==> src/rtl/instr_encoder_loader.sv <==
// ---------------------------------------------------------------------------
// instr_encoder_loader
//
// Encodes symbolic instruction requests into 32-bit instruction words using
// the datapath opcode map and writes them, one after another, into the
// instruction memory through a synchronous write port.  The boot path and
// the bench use it to load a program before the datapath leaves reset.
//
// Handshake: a request is taken on a rising edge where req_valid && req_ready.
// The op fields are sampled only on that edge.  The source must hold the
// request stable while req_valid is high and req_ready is low.
//
// Optional feature macro: LOADER_VERIFY_EN
//   When defined, every written word is read back (VERIFY_RD) and compared
//   (VERIFY_CMP) before the next request is taken; a mismatch sets the
//   sticky verify_err.  When undefined, imem_re and verify_err are tied 0.
//
// Ports:
//   clk, reset            clock, synchronous active-high reset
//   req_valid/req_ready   request handshake
//   op_sel                0 R, 1 LW, 2 SW, 3 BEQ, 4 BMN, 5 BZ, 6 JALM, 7 J,
//                         8-15 illegal
//   rs, rt, rd, shamt,
//   funct, imm16,
//   target26              instruction fields
//   imem_we/addr/wdata    instruction memory write port
//   imem_re/rdata         instruction memory read port (verify only)
//   count, full           words written, count == DEPTH
//   illegal_err           sticky: an illegal op_sel was accepted
//   verify_err            sticky: readback mismatch
//   dbg_state             current FSM state (0 IDLE, 1 WRITE,
//                         2 VERIFY_RD, 3 VERIFY_CMP)
// ---------------------------------------------------------------------------
module instr_encoder_loader #(
    parameter int unsigned           ADDR_W    = 32,
    parameter logic [ADDR_W-1:0]     BASE_ADDR = '0,
    parameter int unsigned           DEPTH     = 256
) (
    input  logic                         clk,
    input  logic                         reset,
    input  logic                         req_valid,
    output logic                         req_ready,
    input  logic [3:0]                   op_sel,
    input  logic [4:0]                   rs,
    input  logic [4:0]                   rt,
    input  logic [4:0]                   rd,
    input  logic [4:0]                   shamt,
    input  logic [5:0]                   funct,
    input  logic [15:0]                  imm16,
    input  logic [25:0]                  target26,
    output logic                         imem_we,
    output logic [ADDR_W-1:0]            imem_addr,
    output logic [31:0]                  imem_wdata,
    output logic                         imem_re,
    input  logic [31:0]                  imem_rdata,
    output logic [$clog2(DEPTH+1)-1:0]   count,
    output logic                         full,
    output logic                         illegal_err,
    output logic                         verify_err,
    output logic [1:0]                   dbg_state
);

    localparam int unsigned CNT_W = $clog2(DEPTH + 1);

    typedef enum logic [1:0] {
        ST_IDLE       = 2'd0,
        ST_WRITE      = 2'd1
`ifdef LOADER_VERIFY_EN
        ,
        ST_VERIFY_RD  = 2'd2,
        ST_VERIFY_CMP = 2'd3
`endif
    } state_t;

    state_t              state_q;
    logic                req_ready_q;
    logic                imem_we_q;
    logic [ADDR_W-1:0]   addr_q;
    logic [31:0]         wdata_q;
    logic [CNT_W-1:0]    count_q;
    logic                full_q;
    logic                illegal_q;

    logic                enc_legal;
    logic [31:0]         enc_word;
    logic                accept;
    logic                last_word;

    // Combinational packing of the request fields; only the fields the
    // selected format uses reach the word.
    always_comb begin
        enc_legal = 1'b1;
        enc_word  = 32'h0;
        case (op_sel)
            4'd0: enc_word = {6'b000000, rs, rt, rd, shamt, funct};
            4'd1: enc_word = {6'b100011, rs, rt, imm16};
            4'd2: enc_word = {6'b101011, rs, rt, imm16};
            4'd3: enc_word = {6'b000100, rs, rt, imm16};
            4'd4: enc_word = {6'b010101, rs, rt, imm16};
            4'd5: enc_word = {6'b011000, target26};
            4'd6: enc_word = {6'b010011, rs, rt, imm16};
            4'd7: enc_word = {6'b000010, target26};
            default: enc_legal = 1'b0;
        endcase
    end

    assign accept    = req_valid && req_ready_q;
    // The word being committed is the one that makes the memory full.
    assign last_word = (count_q == CNT_W'(DEPTH - 1));

`ifdef LOADER_VERIFY_EN
    logic imem_re_q;
    logic verify_q;
`else
    // Read data only matters for the readback check.
    logic unused_rdata;
    assign unused_rdata = ^imem_rdata;
`endif

    always_ff @(posedge clk) begin
        if (reset) begin
            state_q     <= ST_IDLE;
            req_ready_q <= 1'b1;
            imem_we_q   <= 1'b0;
            addr_q      <= BASE_ADDR;
            wdata_q     <= 32'h0;
            count_q     <= '0;
            full_q      <= 1'b0;
            illegal_q   <= 1'b0;
`ifdef LOADER_VERIFY_EN
            imem_re_q   <= 1'b0;
            verify_q    <= 1'b0;
`endif
        end else begin
            case (state_q)
                ST_IDLE: begin
                    if (accept) begin
                        if (enc_legal) begin
                            wdata_q     <= enc_word;
                            imem_we_q   <= 1'b1;
                            req_ready_q <= 1'b0;
                            state_q     <= ST_WRITE;
                        end else begin
                            // Illegal requests are consumed without a write.
                            illegal_q   <= 1'b1;
                        end
                    end
                end
                ST_WRITE: begin
                    imem_we_q <= 1'b0;
`ifdef LOADER_VERIFY_EN
                    // addr_q still holds the just-written address.
                    imem_re_q <= 1'b1;
                    state_q   <= ST_VERIFY_RD;
`else
                    count_q     <= count_q + 1'b1;
                    addr_q      <= addr_q + ADDR_W'(4);
                    full_q      <= last_word;
                    req_ready_q <= !last_word;
                    state_q     <= ST_IDLE;
`endif
                end
`ifdef LOADER_VERIFY_EN
                ST_VERIFY_RD: begin
                    imem_re_q <= 1'b0;
                    state_q   <= ST_VERIFY_CMP;
                end
                ST_VERIFY_CMP: begin
                    // Read data for the strobe of the previous cycle.
                    if (imem_rdata != wdata_q) begin
                        verify_q <= 1'b1;
                    end
                    count_q     <= count_q + 1'b1;
                    addr_q      <= addr_q + ADDR_W'(4);
                    full_q      <= last_word;
                    req_ready_q <= !last_word;
                    state_q     <= ST_IDLE;
                end
`endif
                default: begin
                    state_q <= ST_IDLE;
                end
            endcase
        end
    end

    assign req_ready   = req_ready_q;
    assign imem_we     = imem_we_q;
    assign imem_addr   = addr_q;
    assign imem_wdata  = wdata_q;
    assign count       = count_q;
    assign full        = full_q;
    assign illegal_err = illegal_q;
    assign dbg_state   = state_q;
`ifdef LOADER_VERIFY_EN
    assign imem_re     = imem_re_q;
    assign verify_err  = verify_q;
`else
    assign imem_re     = 1'b0;
    assign verify_err  = 1'b0;
`endif

endmodule

==> config.mk <==
export PLATFORM = sky130hd
export DESIGN_NAME = instr_encoder_loader
export DESIGN_NICKNAME = d
export VERILOG_FILES = /design/src/rtl/instr_encoder_loader.sv
export SDC_FILE = /design/constraint.sdc
export NUM_CORES = 1
export LEC_CHECK = 0
export CAP_MARGIN = 25
export CORE_ASPECT_RATIO = 1.75
export CORE_UTILIZATION = 41
export CTS_BUF_LIST = sky130_fd_sc_hd__clkbuf_2 sky130_fd_sc_hd__clkbuf_4 sky130_fd_sc_hd__clkbuf_8
export DETAILED_ROUTE_END_ITERATION = 12
export GPL_TIMING_DRIVEN = 0
export PLACE_DENSITY = 0.92
export REMOVE_ABC_BUFFERS = 1
export SKIP_LAST_GASP = 1
export SLEW_MARGIN = 20
export SYNTH_ARGS = -nofsm -noshare
export SYNTH_HDL_FRONTEND = slang
export SYNTH_SLANG_ARGS = --single-unit
==> constraint.sdc <==
create_clock -name clk -period 2.2 [get_ports clk]
set_input_delay 0.44 -clock clk [delete_from_list [all_inputs] [get_ports clk]]
set_output_delay 0.44 -clock clk [all_outputs]
set_load 0.005 [all_outputs]
==> run_results.csv, run 1 <==
group,metric,value,unit
floorplanning,core,8368,um2
timing,hold_viol_final,0,
clock_tree,cts_hold_buf,0,
hold_path,holdPathStages,2,
grt,total_routing_usage_reported_by_global_routing,0.2297,
hold_path,worst_hold_path_type,"input pin to flop",
logic_synthesis,synthesis.area_per_instance,8.414,um2
clock_tree,tritoncts.num_buffers,9,
logic_synthesis,synth_fa_ha_area_frac,0.01057,
timing,timing.final.crit_period,2.120,ns
logic_synthesis,synth_compound_area_frac,0.1596,
timing,clock_skew,0.009688,ns
drt,antenna_left,0,
logic_synthesis,dominant_combinational_cell_family_by_area_after_synthesis,"simple AND/OR/NAND/NOR gates",
drt,routed_wl,10.09,mm
clock_tree,clockRootBuffer,"sky130_fd_sc_hd__clkbuf_8",
floorplanning,floorplan.initialDensity,0.4243,
critical_path,cp_max_fo,6,
logic_synthesis,syn_area,3551,um2
drt,drcViolationCount,0,
critical_path,worst_setup_path_start_kind,"flop",
logic_synthesis,synth.lib_cells_used.distinct,40,
floorplanning,fp.dieArea,9052,um2
logic_synthesis,synth-seq-area-share,0.4285,
placement,place.gp.congestion,0.7676,
clock_tree,cts_sinks,76,
clock_tree,clk_latency,0.35,ns
power_and_ir_drop,ir_worst_vdd,0.0005318,V
critical_path,ff2ff_path_depth,5,
hold_path,hold-path-endpoint,"imem_wdata[17]$_SDFFE_PP0P_",
outcome,status,"completed",
placement,detailedPlace.worstSlack,-0.6635,ns
grt,total_overflow_reported_by_the_global_router,0,
critical_path,reg2reg_setup_slack,0.08,ns
floorplanning,core.rowCount,44,
floorplanning,io-pin-count,188,
clock_tree,cts_buffer_depth,2,
drt,wl_per_cell,14.81,um
logic_synthesis,synth.mux.area_fraction,0.04968,
cells_and_area,drive_above_1_share,0.08834,
drt,drt-initial-drc-count,287,
power_and_ir_drop,totalPowerFinal,3.006,mW
clock_tree,cts_tree,"done",
grt,first_global_vias,3576,
floorplanning,die_w,72.35,um
power_and_ir_drop,power_density,553.8,nW/um2
timing,post-route-worst-setup-slack,0.07994,ns
clock_tree,cts.clk_slew.worst_paths,0.08,ns
drt,first_pass_iters,7,
cells_and_area,area.growth.synth_to_final,52.85,%
floorplanning,fp.dieH,125.1,um
grt,grt_first_pass_wirelength,16.55,mm
timing,worst_max_slew_margin_expressed_relative_to_the_limit,0.5377,
drt,via_per_inst,5.468,
grt,grt_start_max_net_pins,78,
placement,dp_hpwl,7.295,mm
timing,period_share,0.9637,
critical_path,setup.worst_path.class,"flop to flop",
critical_path,critical_path.reg2reg.endpoint,"imem_addr[24]$_SDFFE_PP0P_",
logic_synthesis,post_synth_inst_count,422,
timing,rsz0062_at_grt,"yes",
critical_path,crit_arrival,2.37,ns
logic_synthesis,synthSimpleGateAreaFrac,0.2590,
timing,timing.final.setup_violations,0,
critical_path,cp.required,2.45,ns
cells_and_area,design.final.nets,672,
critical_path,r2r-start,"imem_addr[3]$_SDFFE_PP0P_",
hold_path,hp_start,"reset",
grt,number_of_antenna_violations_at_the_first_check_in_global_routing,0,
logic_synthesis,synth_xor_area_frac,0.04440,
timing,hold-worst-slack,0.3047,ns
placement,quantity_of_i_o_buffers_inserted_on_ports,150,
logic_synthesis,yosys_warnings,0,
clock_tree,ctsHtreeMaxLevel,3,
critical_path,timing.critical_path.to_type,"flop",
drt,vias,3724,
cells_and_area,n_fill_cell,682,
power_and_ir_drop,power.leakage,1.817,nW
job,drv.max_cap_violation_count,0,
timing,timing.final.max_slew_violations,0,
logic_synthesis,ys_seq_elements,76,
timing,fmax,471.7,MHz
timing,worstMarginPinSlew,0.6871,ns
cells_and_area,diodes,0,
## layout by cell type (no fill, tap or decap), types with 12 or more instances in the layout
| cell | count |
|---|---|
| sky130_fd_sc_hd__nor2_1 | 47 |
| sky130_fd_sc_hd__clkbuf_8 | 12 |
| sky130_fd_sc_hd__a211oi_1 | 17 |
| sky130_fd_sc_hd__a221oi_1 | 16 |
| sky130_fd_sc_hd__nand2_1 | 57 |
| sky130_fd_sc_hd__clkdlybuf4s50_1 | 147 |
| sky130_fd_sc_hd__mux2_2 | 13 |
| sky130_fd_sc_hd__a21oi_1 | 32 |
| sky130_fd_sc_hd__o21ai_0 | 12 |
| sky130_fd_sc_hd__dfxtp_1 | 74 |
## final cells by class
type / count / area [um2] / share of cell area
multi-input combinational: 311 / 1939 / 0.3573
timing repair buffer: 158 / 1585 / 0.2921
sequential: 76 / 1526 / 0.2812
clock buffer: 12 / 165.2 / 0.03043
tap: 115 / 143.9 / 0.02651
clock inverter: 3 / 45.04 / 0.008299
inverter: 6 / 22.52 / 0.004149
## cells in the mapped netlist, drive strengths merged
| cell | count | share of area |
|---|---|---|
| and3 | 1 | 0.0018 |
| nand3b | 2 | 0.0042 |
| nand2 | 57 | 0.060 |
| mux2i | 3 | 0.0085 |
| a21bo | 1 | 0.0028 |
| a21oi | 32 | 0.045 |
| inv | 6 | 0.0063 |
| nand2b | 5 | 0.0088 |
| nand4 | 13 | 0.029 |
| a31oi | 1 | 0.0018 |
| nand4b | 1 | 0.0025 |
| nor2b | 4 | 0.0070 |
| buf | 11 | 0.018 |
| nand3 | 11 | 0.016 |
| o21ai | 12 | 0.017 |
| xor2 | 8 | 0.020 |
| ha | 3 | 0.011 |
| a21o | 1 | 0.0021 |
| clkbuf | 22 | 0.023 |
| or4 | 9 | 0.019 |
| dfxtp | 76 | 0.43 |
| a211oi | 18 | 0.038 |
| mux2 | 13 | 0.041 |
| nand4bb | 1 | 0.0032 |
| nor3b | 3 | 0.0063 |
| nor4 | 8 | 0.014 |
| and4 | 5 | 0.012 |
| nor3 | 5 | 0.0070 |
| nor2 | 47 | 0.050 |
| and3b | 1 | 0.0025 |
| a221oi | 16 | 0.039 |
| a221o | 1 | 0.0028 |
| or3 | 9 | 0.016 |
| conb | 1 | 0.0011 |
| xnor2 | 10 | 0.025 |
| o31ai | 5 | 0.011 |
## where the power goes
part           internal, mW  switching (mW)  total (mW)  leakage, nW
Combinational         0.263           0.169       0.431         1.10
Clock                 0.611           0.513        1.12        0.101
Sequential             1.42          0.0329        1.45        0.618
Total                  2.29           0.715        3.01         1.82
## through the flow
step           utilization  setup TNS (ns)  instances  area, um2
3_3_place_gp        0.6054         -106.47        658       5066
4_1_cts             0.6437       -0.004923        678       5386
5_1_grt             0.6486       -0.009383        681       5428
6_report            0.6486               0        681       5428
3_5_place_dp        0.6147          -19.62        663       5144
2_1_floorplan            -          -14.91        393       3421
## how the worst max path moves through the flow
| stage | startpoint | endpoint | slack, ns |
|---|---|---|---|
| final | imem_addr[3]$_SDFFE_PP0P_ | imem_addr[24]$_SDFFE_PP0P_ | 0.08 |
| after global routing | imem_addr[4]$_SDFFE_PP0P_ | imem_addr[29]$_SDFFE_PP0P_ | -0.009 |
| after CTS | dbg_state[0]$_SDFFE_PP0P_ | imem_addr[29]$_SDFFE_PP0P_ | -0.005 |
| after detailed placement | dbg_state[0]$_SDFFE_PP0P_ | imem_addr[29]$_SDFFE_PP0P_ | -0.66 |
| after global placement | op_sel[3] | imem_wdata[28]$_SDFFE_PP0P_ | -2.25 |
| after floorplan | dbg_state[0]$_SDFFE_PP0P_ | imem_wdata[28]$_SDFFE_PP0P_ | -0.61 |
## sequential cells by signal, summed over array words and instances (netlist names)
register / cells
count: 9
dbg_state: 1
full: 1
illegal_err: 1
imem_addr: 30
imem_wdata: 32
imem_we: 1
req_ready: 1
## critical path: stages, from the launching register on
cell	delay [ns]
sky130_fd_sc_hd__dfxtp_1	0.44
sky130_fd_sc_hd__ha_2	0.26
sky130_fd_sc_hd__nand3_2	0.15
sky130_fd_sc_hd__or4_4	0.57
sky130_fd_sc_hd__or3_1	0.33
sky130_fd_sc_hd__mux2_2	0.27
## cell families after synthesis
group                      after synthesis
AOI/OAI and AO/OA                       87
xor gates and xnor gates                18
adders and majority gates                3
buffers and inverters                   39
DFF                                     76
muxes                                   16
other                                    1
and+or+nand+nor                        182
## layer usage
metal  track usage  up-vias  routed length [um]
met5             0        -                   0
met4        0.1176        0                 420
li1              -     1787                   -
met3       0.05721       35                 615
met2        0.4206      169                5515
met1        0.2314     1733                3536
## what timing repair did
| action | 4_1_cts | 5_1_grt |
|---|---|---|
| buffers inserted | 0 | 3 |
| gates resized for setup | 7 | 5 |
| endpoints found under the setup margin | 33 | 10 |
| pin swaps | 1 | 2 |
| hold endpoints to repair | 0 | 0 |
(Power assumes the default switching activity.)
==> run 2: changes to the inputs <==
ABC_AREA = 1   (was not set)
CORE_UTILIZATION = 42   (was 41)
==> run_results.csv, run 2 <==
group,metric,value,unit
floorplanning,die_w,74.61,um
floorplanning,core.rowCount,46,
logic_synthesis,synth_top_cells_by_count,"136 x sky130_fd_sc_hd__nand2_1, 76 x sky130_fd_sc_hd__dfxtp_1, 69 x sky130_fd_sc_hd__nor2_1",
power_and_ir_drop,net-switching-power,0.7993,mW
clock_tree,postCtsSetupRepairBufs,0,
logic_synthesis,synthDominantCellAreaShare,0.3926,
critical_path,cp.required,2.46,ns
timing,timing.final.crit_period,2.006,ns
clock_tree,cts_buffer_depth,2,
placement,place.gp.congestion,0.8718,
clock_tree,ctsHtreeMaxLevel,3,
critical_path,cp_cell_sequence,"clkdlybuf4s50_1 > inv_4 > buf_12 > o21ai_0 > a31o_2",
clock_tree,cts.clk_slew.worst_paths,0.09,ns
timing,timing.final.max_slew_violations,0,
power_and_ir_drop,switching_share,0.2617,
timing,worstMarginPinSlew,0.6360,ns
clock_tree,tritoncts.num_buffers,9,
critical_path,cp_max_fo,35,
critical_path,timing.critical_path.from,"reset",
drt,first_pass_iters,5,
critical_path,worst_setup_path_start_kind,"input pin",
placement,dp_hpwl,8.985,mm
power_and_ir_drop,sequential_share_of_power,0.479,
logic_synthesis,synthesis.area_per_instance,6.751,um2
critical_path,ff2ff_path_depth,5,
power_and_ir_drop,cell_internal_pwr,2.255,mW
grt,first_global_vias,4267,
drt,drt-initial-drc-count,247,
drt,vias,4394,
logic_synthesis,synth.lib_cells_used.distinct,33,
timing,period_share,0.9118,
placement,placed_cell_area,5414,um2
timing,hold_viol_final,0,
floorplanning,fp.dieArea,9630,um2
logic_synthesis,synth-seq-area-share,0.3926,
timing,rsz0062_at_grt,"no",
floorplanning,fp.dieH,129.1,um
hold_path,hold-path-endpoint,"imem_wdata[31]$_SDFFE_PP0P_",
timing,tns,0,ns
critical_path,timing.critical_path.to_type,"flop",
logic_synthesis,syn_area,3875,um2
clock_tree,clk_latency,0.35,ns
hold_path,hp_start,"imem_wdata[31]$_SDFFE_PP0P_",
hold_path,worst_hold_path_type,"flop to flop",
logic_synthesis,yosys_warnings,0,
cells_and_area,number_of_flip_flops_in_the_largest_register,32,
critical_path,worst_path_max_delay_cell,"sky130_fd_sc_hd__clkdlybuf4s50_1",
grt,number_of_antenna_violations_at_the_first_check_in_global_routing,0,
clock_tree,cts_hold_buf,0,
grt,total_overflow_reported_by_the_global_router,0,
grt,grt_first_pass_wirelength,19.02,mm
critical_path,crit_arrival,2.26,ns
power_and_ir_drop,totalPowerFinal,3.054,mW
grt,total_routing_usage_reported_by_global_routing,0.2550,
power_and_ir_drop,p_clk_frac,0.370,
placement,quantity_of_i_o_buffers_inserted_on_ports,150,
floorplanning,floorplan.initialDensity,0.4288,
cells_and_area,area.growth.synth_to_final,45.50,%
logic_synthesis,synth_top_cell_by_area,"sky130_fd_sc_hd__dfxtp_1",
critical_path,max_stage_delay,0.73,ns
job,drv.max_cap_violation_count,0,
power_and_ir_drop,ir_worst_vdd,0.0004201,V
clock_tree,cts_sinks,76,
power_and_ir_drop,power_density,541.7,nW/um2
cells_and_area,drive_above_1_share,0.07500,
timing,worst_max_slew_margin_expressed_relative_to_the_limit,0.5746,
logic_synthesis,post_synth_inst_count,574,
hold_path,holdPathStages,2,
cells_and_area,mostFrequentLayoutCells,"150 x sky130_fd_sc_hd__clkdlybuf4s50_1, 136 x sky130_fd_sc_hd__nand2_1, 75 x sky130_fd_sc_hd__dfxtp_1, 69 x sky130_fd_sc_hd__nor2_1, 59 x sky130_fd_sc_hd__inv_1",
critical_path,reg2reg_setup_slack,0.22,ns
critical_path,critical_path.reg2reg.endpoint,"imem_wdata[27]$_SDFFE_PP0P_",
grt,grt_start_max_net_pins,36,
drt,drcViolationCount,0,
critical_path,r2r-start,"dbg_state[0]$_SDFFE_PP0P_",
critical_path,setup.worst_path.class,"input pin to flop",
drt,via_per_inst,5.231,
logic_synthesis,ys_seq_elements,76,
power_and_ir_drop,power.leakage,2.175,nW
logic_synthesis,synth_edf_count,0,
power_and_ir_drop,power_frac_comb,0.151,
timing,clock_skew,0.009873,ns
cells_and_area,fin_util,0.6239,
clock_tree,ctsResizeCount,3,
floorplanning,io-pin-count,188,
logic_synthesis,dominantRegCellSynth,"sky130_fd_sc_hd__dfxtp_1",
drt,wl_per_cell,14.05,um
cells_and_area,stdcell_area,5638,um2
outcome,status,"completed",
clock_tree,cts_tree,"done",
floorplanning,core,9036,um2
cells_and_area,design.final.nets,825,
timing,fmax,498.5,MHz
logic_synthesis,synth_most_common_cell,"sky130_fd_sc_hd__nand2_1",
clock_tree,clockRootBuffer,"sky130_fd_sc_hd__clkbuf_8",
drt,routed_wl,11.80,mm
logic_synthesis,synth.area.top_cells,"sky130_fd_sc_hd__dfxtp_1 39%, sky130_fd_sc_hd__nand2_1 13%, sky130_fd_sc_hd__nor2_1 6.7%, sky130_fd_sc_hd__a21oi_1 6.2%, sky130_fd_sc_hd__inv_1 5.7%",
drt,antenna_left,0,
timing,timing.final.setup_violations,0,
cells_and_area,mostFrequentLayoutCell,"sky130_fd_sc_hd__clkdlybuf4s50_1",
logic_synthesis,postSynth.asyncResetShare,0,
cells_and_area,diodes,0,
run 2: changes by cell type in the layout (fill, tap and decap cells not counted), sizes merged, moves of 13 or more:
cell | previous run | this run
a31oi | 1 | 18
o21ai | 12 | 30
nor2 | 47 | 84
nand3 | 11 | 40
nand2 | 57 | 147
mux2 | 13 | 0
a211oi | 18 | 0
a221oi | 16 | 0
inv | 6 | 69
a21oi | 32 | 48
run 2: stage by stage:
| step | setup slack (ns) | hold slack [ns] | instances |
|---|---|---|---|
| after floorplan | 0.2978 | 0.4557 | 553 |
| after global placement | -1.417 | 0.4513 | 823 |
| after detailed placement | -0.5568 | 0.4574 | 824 |
| after CTS | 0.06872 | 0.4712 | 840 |
| after global routing | 0.04281 | 0.4992 | 840 |
| final | 0.1940 | 0.4698 | 840 |
run 2: critical path, delay by kind of cell:
kind | cells | cell delay (ns)
buffers and inverters | 3 | 1.36
AOI/OAI and AO/OA | 2 | 0.43
run 2: worst max path at each step:
| stage | to | slack, ns |
|---|---|---|
| 2_1_floorplan | imem_wdata[26]$_SDFFE_PP0P_ | 0.30 |
| 3_3_place_gp | req_ready$_SDFFE_PP1P_ | -1.42 |
| 3_5_place_dp | imem_wdata[26]$_SDFFE_PP0P_ | -0.56 |
| 4_1_cts | req_ready$_SDFFE_PP1P_ | 0.07 |
| 5_1_grt | imem_wdata[27]$_SDFFE_PP0P_ | 0.04 |
| 6_report | req_ready$_SDFFE_PP1P_ | 0.19 |
run 2: power groups by stage:
stage / registers [mW] / clock network [mW] / logic, mW
2_1_floorplan: 1.49 / 0 / 0.154
4_1_cts: 1.46 / 1.15 / 0.460
5_1_grt: 1.47 / 1.22 / 0.501
3_5_place_dp: 1.49 / 0 / 0.454
3_3_place_gp: 1.49 / 0 / 0.438
6_report: 1.46 / 1.13 / 0.461
run 2: area by class of cell:
cell class | count | area, um2
fillers | 821 | 3398
multi-input cells | 410 | 1976
flip-flops and latches | 76 | 1523
repair buffers | 151 | 1521
inverters | 67 | 259.0
well taps | 120 | 150.1
clock buffers | 10 | 137.6
clock inverters | 6 | 71.32
run 2: metal layers:
metal / up-vias / track usage / wire [um]
met5: - / 0 / 0
met4: 0 / 0.1232 / 361
met3: 31 / 0.05754 / 789
met2: 199 / 0.4844 / 6577
met1: 2015 / 0.2481 / 4070
li1: 2149 / - / -
run 2: cells by family after synthesis:
group	share of synthesized area
AO/OA/AOI/OAI	0.1647
adder cells (fa/ha/maj)	0.009688
buffers and inverters	0.1033
XOR/XNOR	0.002261
flip-flops	0.3926
AND/OR/NAND/NOR	0.3264
other	0.0009678
==> run 3: changes to the inputs <==
REMOVE_ABC_BUFFERS = not set   (was 1)
SETUP_SLACK_MARGIN = 0.2   (was not set)
==> run_results.csv, run 3 (synthesized netlist as in run 2, its figures left out) <==
group,metric,value,unit
clock_tree,clockRootBuffer,"sky130_fd_sc_hd__clkbuf_8",
drt,vias,4534,
grt,first_global_vias,4502,
drt,first_pass_iters,5,
critical_path,cp_cell_sequence,"clkdlybuf4s50_1",
cells_and_area,diodes,0,
clock_tree,cts_sinks,76,
power_and_ir_drop,ir_worst_vdd,0.0004369,V
outcome,status,"completed",
clock_tree,postCtsSetupRepairBufs,0,
placement,quantity_of_i_o_buffers_inserted_on_ports,150,
drt,drcViolationCount,0,
cells_and_area,design.final.nets,849,
critical_path,worst_path_max_delay_cell,"sky130_fd_sc_hd__clkdlybuf4s50_1",
critical_path,cpLargestDelayFamily,"buffers and inverters",
cells_and_area,number_of_flip_flops_in_the_largest_register,32,
clock_tree,tritoncts.num_buffers,9,
critical_path,timing.critical_path.to_type,"primary output",
cells_and_area,drive_above_1_share,0.09140,
timing,fmax,539.2,MHz
grt,grt_start_max_net_pins,14,
clock_tree,clk_latency,0.37,ns
grt,total_routing_usage_reported_by_global_routing,0.2801,
drt,drt-initial-drc-count,437,
placement,dp_hpwl,9.803,mm
timing,timing.final.max_slew_violations,0,
grt,global_route.usage.met2,0.4987,
floorplanning,die_w,74.61,um
grt,globalRoute.busiestLayer,"met2",
timing,clock_skew,0.01511,ns
grt,globalRouteMet1Util,0.2896,
timing,hold_viol_final,0,
timing,worst_max_slew_margin_expressed_relative_to_the_limit,0.6389,
floorplanning,fp.dieArea,9630,um2
cells_and_area,area.growth.synth_to_final,48.43,%
clock_tree,ctsResizeCount,0,
grt,number_of_antenna_violations_at_the_first_check_in_global_routing,0,
cells_and_area,mostFrequentLayoutCell,"sky130_fd_sc_hd__clkdlybuf4s50_1",
clock_tree,cts.clk_slew.worst_paths,0.09,ns
clock_tree,cts_hold_buf,0,
clock_tree,cts_buffer_depth,2,
timing,tns,0,ns
cells_and_area,final_cell_count_no_fill,864,
job,drv.max_cap_violation_count,0,
timing,timing.final.crit_period,1.854,ns
critical_path,cp.required,1.76,ns
timing,rsz0062_at_grt,"no",
grt,grt_first_pass_wirelength,20.71,mm
power_and_ir_drop,power_density,537.2,nW/um2
drt,wl_per_cell,14.62,um
floorplanning,core.rowCount,46,
grt,gr-usage-met3,0.07309,
critical_path,cp_max_fo,7,
timing,timing.final.setup_violations,0,
floorplanning,core,9036,um2
critical_path,worst_setup_path_start_kind,"flop",
drt,via_per_inst,5.248,
drt,routed_wl,12.63,mm
hold_path,worst_hold_path_type,"flop to flop",
critical_path,max_stage_delay,0.56,ns
cells_and_area,mostFrequentLayoutCells,"150 x sky130_fd_sc_hd__clkdlybuf4s50_1, 136 x sky130_fd_sc_hd__nand2_1, 76 x sky130_fd_sc_hd__dfxtp_1, 69 x sky130_fd_sc_hd__nor2_1, 59 x sky130_fd_sc_hd__inv_1",
placement,place.gp.congestion,0.8962,
power_and_ir_drop,power.leakage,2.260,nW
timing,worstMarginPinSlew,0.5416,ns
clock_tree,cts_tree,"done",
drt,antenna_left,0,
floorplanning,fp.dieH,129.1,um
placement,place_inst,848,
timing,period_share,0.8429,
critical_path,crit_buf_inv,1,
critical_path,setup.worst_path.class,"flop to primary output",
grt,total_overflow_reported_by_the_global_router,0,
floorplanning,io-pin-count,188,
clock_tree,ctsHtreeMaxLevel,3,
critical_path,crit_arrival,1.41,ns
floorplanning,floorplan.initialDensity,0.4288,
[run 3: changes by cell type in the layout (fill, tap and decap cells not counted), sizes merged]
cell / before / now
inv: 69 / 67
buf: 1 / 17
clkinv: 1 / 2
clkbuf: 10 / 19
[run 3: power breakdown]
group	total [mW]	internal [mW]	switching [mW]
sequential	1.46	1.43	0.0318
combinational	0.491	0.277	0.214
clock	1.14	0.588	0.552
total	3.09	2.29	0.797
[run 3: path summary, 6_finish.rpt]
check | startpoint | end | slack [ns] | cells after the start
hold reg to reg | imem_wdata[31]$_SDFFE_PP0P_ | imem_wdata[31]$_SDFFE_PP0P_ | 0.47 | 2
setup / recovery | imem_addr[17]$_SDFFE_PP0P_ | imem_addr[17] | 0.35 | 1
hold / removal | imem_wdata[31]$_SDFFE_PP0P_ | imem_wdata[31]$_SDFFE_PP0P_ | 0.47 | 2
setup reg to reg | imem_addr[2]$_SDFFE_PP0P_ | imem_addr[30]$_SDFFE_PP0P_ | 0.44 | 8
[run 3: per-stage QoR]
step | instance area, um2 | power, mW | hold slack [ns] | worst slack, ns | utilization
detailed placement | 5542 | 1.975 | 0.4550 | 0.1508 | 0.6133
global placement | 5542 | 1.961 | 0.4508 | 0.2284 | 0.6133
global route | 5752 | 3.211 | 0.4973 | 0.2547 | 0.6365
floorplan | 3890 | 1.672 | 0.4598 | 0.7946 | -
CTS | 5752 | 3.094 | 0.4671 | 0.3414 | 0.6365
finish | 5752 | 3.090 | 0.4696 | 0.3456 | 0.6365
[run 3: per-layer routing]
layer,up-vias,share of wire,routed length (um)
li1,2194,-,-
met3,44,0.078,991
met1,2052,0.34,4352
met2,244,0.54,6784
met4,0,0.040,500
met5,-,0,0
[run 3: final cells by class]
| type | instances | area (um2) |
|---|---|---|
| fill | 767 | 3284 |
| multi-input combinational | 410 | 1968 |
| sequential | 76 | 1521 |
| timing repair buffer | 150 | 1501 |
| inverter | 67 | 251.5 |
| clock buffer | 11 | 151.4 |
| tap | 120 | 150.1 |
| buffer | 25 | 148.9 |
| clock inverter | 5 | 58.81 |
